File: config.mk
export PLATFORM = sky130hd
export DESIGN_NAME = shift_mul
export DESIGN_NICKNAME = d
export VERILOG_FILES = /design/src/rtl/shift_mul.sv
export SDC_FILE = /design/constraint.sdc
export NUM_CORES = 1
export LEC_CHECK = 0
export CORE_MARGIN = 2
export CORE_UTILIZATION = 60
export CTS_CLUSTER_DIAMETER = 100
export CTS_CLUSTER_SIZE = 10
export DETAILED_ROUTE_END_ITERATION = 8
export DONT_BUFFER_PORTS = 1
export PLACE_DENSITY = 0.76
export SYNTH_ARGS = -nofsm -noshare
export SYNTH_HDL_FRONTEND = slang
export SYNTH_HIERARCHICAL = 1
export SYNTH_SLANG_ARGS = --single-unit
File: constraint.sdc
create_clock -name clk -period 5 [get_ports clk]
set_input_delay 1.25 -clock clk [delete_from_list [all_inputs] [get_ports clk]]
set_output_delay 1.25 -clock clk [all_outputs]
set_load 0.05 [all_outputs]
File: src/rtl/shift_mul.sv
// Sequential shift-and-add multiplier (signed/unsigned) built on two shift instances.
// One n-iteration pass per op with a start/busy/done handshake; product held until the next completion.

module shift #(
    parameter int width = 8
) (
    input  logic [width-1:0]        i_data,
    input  logic                    i_right_en,
    input  logic                    i_sign,
    input  logic [$clog2(width):0]  i_shift_n,
    output logic [width-1:0]        o_data
);

    always_comb begin
        o_data = i_data;
        if (i_right_en) begin
            if (i_sign) o_data = $signed(i_data) >>> i_shift_n;
            else        o_data = i_data >> i_shift_n;
        end else begin
            o_data = i_data << i_shift_n;
        end
    end

endmodule

module shift_mul #(
    parameter int n = 8
) (
    input  logic           clk,
    input  logic           rst_n,
    input  logic           start,
    input  logic           sign,
    input  logic [n-1:0]   a,
    input  logic [n-1:0]   b,
    output logic           busy,
    output logic           done,
    output logic [2*n-1:0] product
);

    localparam int CW = $clog2(n);
    localparam logic [CW-1:0]            CNT_LAST = CW'(n - 1);
    localparam logic [$clog2(2*n):0]     SH_W1    = 1;
    localparam logic [$clog2(n):0]       SH_N1    = 1;

    typedef enum logic [1:0] {S_IDLE, S_RUN, S_DONE} state_t;

    state_t         r_state, w_state_nxt;
    logic [2*n-1:0] r_mcand, r_acc, r_product;
    logic [n-1:0]   r_mplier;
    logic [CW-1:0]  r_cnt;
    logic           r_neg;

    logic [n-1:0]   w_abs_a, w_abs_b, w_mplier_sh;
    logic [2*n-1:0] w_mcand_sh, w_acc_next, w_prod_next;

    // Magnitudes are taken as n-bit unsigned, so -2^(n-1) maps cleanly to 2^(n-1).
    assign w_abs_a     = (sign && a[n-1]) ? (~a + 1'b1) : a;
    assign w_abs_b     = (sign && b[n-1]) ? (~b + 1'b1) : b;
    assign w_acc_next  = r_acc + (r_mplier[0] ? r_mcand : '0);
    assign w_prod_next = r_neg ? (~w_acc_next + 1'b1) : w_acc_next;

    shift #(.width(2*n)) u_shl (
        .i_data     (r_mcand),
        .i_right_en (1'b0),
        .i_sign     (1'b0),
        .i_shift_n  (SH_W1),
        .o_data     (w_mcand_sh)
    );

    shift #(.width(n)) u_shr (
        .i_data     (r_mplier),
        .i_right_en (1'b1),
        .i_sign     (1'b0),
        .i_shift_n  (SH_N1),
        .o_data     (w_mplier_sh)
    );

    always_ff @(posedge clk or negedge rst_n) begin
        if (!rst_n) r_state <= S_IDLE;
        else        r_state <= w_state_nxt;
    end

    always_comb begin
        w_state_nxt = r_state;
        busy        = 1'b0;
        done        = 1'b0;
        case (r_state)
            S_IDLE: if (start) w_state_nxt = S_RUN;
            S_RUN: begin
                busy = 1'b1;
                if (r_cnt == CNT_LAST) w_state_nxt = S_DONE;
            end
            S_DONE: begin
                busy        = 1'b1;
                done        = 1'b1;
                w_state_nxt = S_IDLE;
            end
            default: w_state_nxt = S_IDLE;
        endcase
    end

    always_ff @(posedge clk or negedge rst_n) begin
        if (!rst_n) begin
            r_mcand   <= '0;
            r_mplier  <= '0;
            r_acc     <= '0;
            r_cnt     <= '0;
            r_neg     <= 1'b0;
            r_product <= '0;
        end else begin
            case (r_state)
                S_IDLE: if (start) begin
                    r_mcand  <= {{n{1'b0}}, w_abs_a};
                    r_mplier <= w_abs_b;
                    r_acc    <= '0;
                    r_cnt    <= '0;
                    r_neg    <= sign & (a[n-1] ^ b[n-1]);
                end
                S_RUN: begin
                    r_acc    <= w_acc_next;
                    r_mcand  <= w_mcand_sh;
                    r_mplier <= w_mplier_sh;
                    r_cnt    <= r_cnt + 1'b1;
                    if (r_cnt == CNT_LAST) r_product <= w_prod_next;
                end
                default: ;
            endcase
        end
    end

    assign product = r_product;

endmodule
==> run_results.csv <==
group,metric,value,unit
detailed_routing,drt-wirelength-per-cell,18.92,µm
timing,rsz0062_at_grt,"no",
final_layout,antenna_cells,0,
die,design.core.area,10320,µm²
clock_network,cts_num_sinks,62,
timing,clock.fmax,0.2504,GHz
detailed_routing,drc,0,
timing,period_needed,3.994,ns
synth,synth_top_area_share,24.37,%
synth,synth_area_leaders,"dfrtp_1 24%, mux2i_1 7.4%, mux4_2 6.4%",
timing,drv_slew,0,
timing,hold_violations,0,
detailed_routing,vias_per_cell,6.677,
final_layout,register_area,1551,µm²
final_layout,fillers,893,
synth,yosysSeqAreaShare,24.37,%
final_layout,syn2layout_area_growth,2.162,%
synth,synth_edf_count,0,
timing,relSlewSlack,21.75,%
die,ioPinCount,38,
power,powerDensity,505.5,nW/µm²
setup_path,crit_arrival,4.28,ns
timing,skew,0.01593,ns
clock_network,clock_latency,0.35,ns
setup_path,critPathMaxFanout,21,
detailed_routing,wl,16570,µm
synth,synth_cell_types,77,
final_layout,design_area,6505,µm²
die,row_count,37,
detailed_routing,drt_iter0_markers,597,
grt,grt.total_usage,29.61,%
die,die_w,107.0,µm
detailed_routing,num_vias,5849,
synth,ys_warn_count,6,
die,die_area,11450,µm²
timing,setup_viol,0,
die,start_util,61.68,%
setup_path,crit_path_end_kind,"register",
final_layout,nNetsFinal,779,
power,p_leak,2.791,nW
synth,ys.flop_type,"dfrtp_1",
clock_network,cts_buffer_depth,2,
worst_hold_path,min_path_type,"register to register",
synth,synthCells,759,
synth,yosys.area.top_type,"dfrtp_1",
synth,postSynth.asyncResetShare,100.0,%
run_status,status,"finished, final reports clean",
timing,finalCritPeriodShare,79.88,%
grt,first_global_vias,5408,
clock_network,cts_buffers,9,
grt,grt_antenna_before_repair,0,
placed_design,hpwl,11740,µm
synth,synth_common_cells,"91 x nand2_1, 63 x o21ai_0, 62 x dfrtp_1",
timing,final.setup.tns,0,ns
clock_network,clk_pin_slew,0.08,ns
clock_network,cts_resized,0,
placed_design,place_area,6302,µm²
detailed_routing,first_pass_iters,5,
placed_design,io_buffer_count,0,
synth,synth.avg_cell_area,8.389,µm²
clock_network,cts_root_buf,"clkbuf_8",
setup_path,crit_required,5.29,ns
timing,tightestPinTransition,1.159,ns
grt,grt_max_degree,63,
final_layout,drive_gt1_share,8.514,%
setup_path,critical_path_class,"register to register",
power,ir_drop,0.3920,mV
synth,synth_most_common_cell,"nand2_1",
placed_design,gp_congestion,0.9555,
synth,synth_area,6367,µm²
clock_network,cts_setup_buffers,0,
detailed_routing,ant_nets,0,
run,maxCapViolations,0,
grt,overflow,0,
die,dieHeight,107.0,µm
grt,grt_pass1_wl,27370,µm
clock_network,cts_hold_buf,0,
clock_network,cts_tree,"built",
setup_path,crit_path_start_kind,"register",
clock_network,cts_max_level,3,
final_layout,multiInputGateArea,4498,µm²
synth,synth_seq_cells,62,
## worst max-delay path, stage by stage (launching register included)
cell,delay (ns)
dfrtp_1,0.57
and2_1,0.24
ha_1,0.20
fa_1,0.41
a21o_1,0.21
a221oi_2,0.42
o211ai_2,0.19
xnor2_1,0.33
o2111ai_1,0.28
or4_1,0.49
or4b_1,0.50
nand4_1,0.10
## cell usage in the layout (no fill, tap or decap), drive strengths merged, types with 5 or more instances in the layout
| master | count |
|---|---|
| o21ai | 77 |
| ha | 23 |
| nand2 | 91 |
| a31oi | 8 |
| xor2 | 15 |
| a21oi | 44 |
| nand4 | 5 |
| a21o | 10 |
| or3 | 13 |
| inv | 20 |
| o22ai | 5 |
| o31ai | 10 |
| clkbuf | 9 |
| xnor2 | 18 |
| a211oi | 6 |
| nor3 | 11 |
| nand3 | 18 |
| o211ai | 14 |
| mux2 | 12 |
| and3 | 6 |
| o221ai | 6 |
| nand2b | 10 |
| dfrtp | 62 |
| conb | 24 |
| and2 | 17 |
| nor2 | 47 |
| mux4 | 18 |
| nand3b | 5 |
| mux2i | 47 |
| or2 | 7 |
| a22o | 21 |
## logic make-up after synthesis
group,share of synthesized area [%]
compound gates,25.51
xor+xnor,4.657
fa+ha+maj,4.834
buf+inv,6.465
flops,24.37
mux,15.94
other cells,0.1179
simple gates,18.12
## flip-flops by register name, summed over array words and instances (netlist names)
name	cells
product	16
r_acc	16
r_mcand	16
r_mplier	8
r_cnt	3
r_state	2
r_neg	1
## path summary, 6_finish.rpt
check,startpoint,to,slack [ns],cells after the start
setup / recovery,r_mplier[0],product[15],1.01,11
hold / removal,r_cnt[0],r_cnt[0],0.51,1
setup reg to reg,r_mplier[0],product[15],1.01,11
hold reg to reg,r_cnt[0],r_cnt[0],0.51,1
max in group asynchronous,rst_n,r_mcand[9],4.29,0
min in group asynchronous,rst_n,r_acc[8],0.58,0
## per-layer routing
metal  routed length, µm  track usage [%]
met2                7628            47.18
met4                 442            7.607
met1                7312            41.56
met5                   0                0
met3                1187            5.471
## area by class of cell
cell class | instances | share of cell area (%)
inverter | 18 | 1.039
tap | 136 | 2.616
sequential | 62 | 23.85
clock inverter | 7 | 1.212
clock buffer | 9 | 1.904
timing repair buffer | 2 | 0.2308
multi-input combinational | 642 | 69.15
## where the power goes
| part | switching [W] | leakage, nW | internal [W] |
|---|---|---|---|
| clock network | 0.000223 | 0.105 | 0.000236 |
| registers | 0.000472 | 0.825 | 0.000683 |
| logic | 0.000984 | 1.86 | 0.000691 |
| total | 0.00168 | 2.79 | 0.00161 |
## per-stage QoR
step / power [W] / setup slack, ns / cells / utilization (%) / hold slack [ns]
after floorplan: 0.002387 / 1.567 / 781 / - / 0.4563
after global placement: 0.002726 / 1.180 / 860 / 61.05 / 0.4809
after detailed placement: 0.002768 / 1.038 / 860 / 61.05 / 0.4937
after CTS: 0.003239 / 1.040 / 876 / 63.01 / 0.5069
after global routing: 0.003545 / 0.7702 / 876 / 63.01 / 0.5428
final: 0.003288 / 1.006 / 876 / 63.01 / 0.5116
Power figures use the tool's default switching activity.
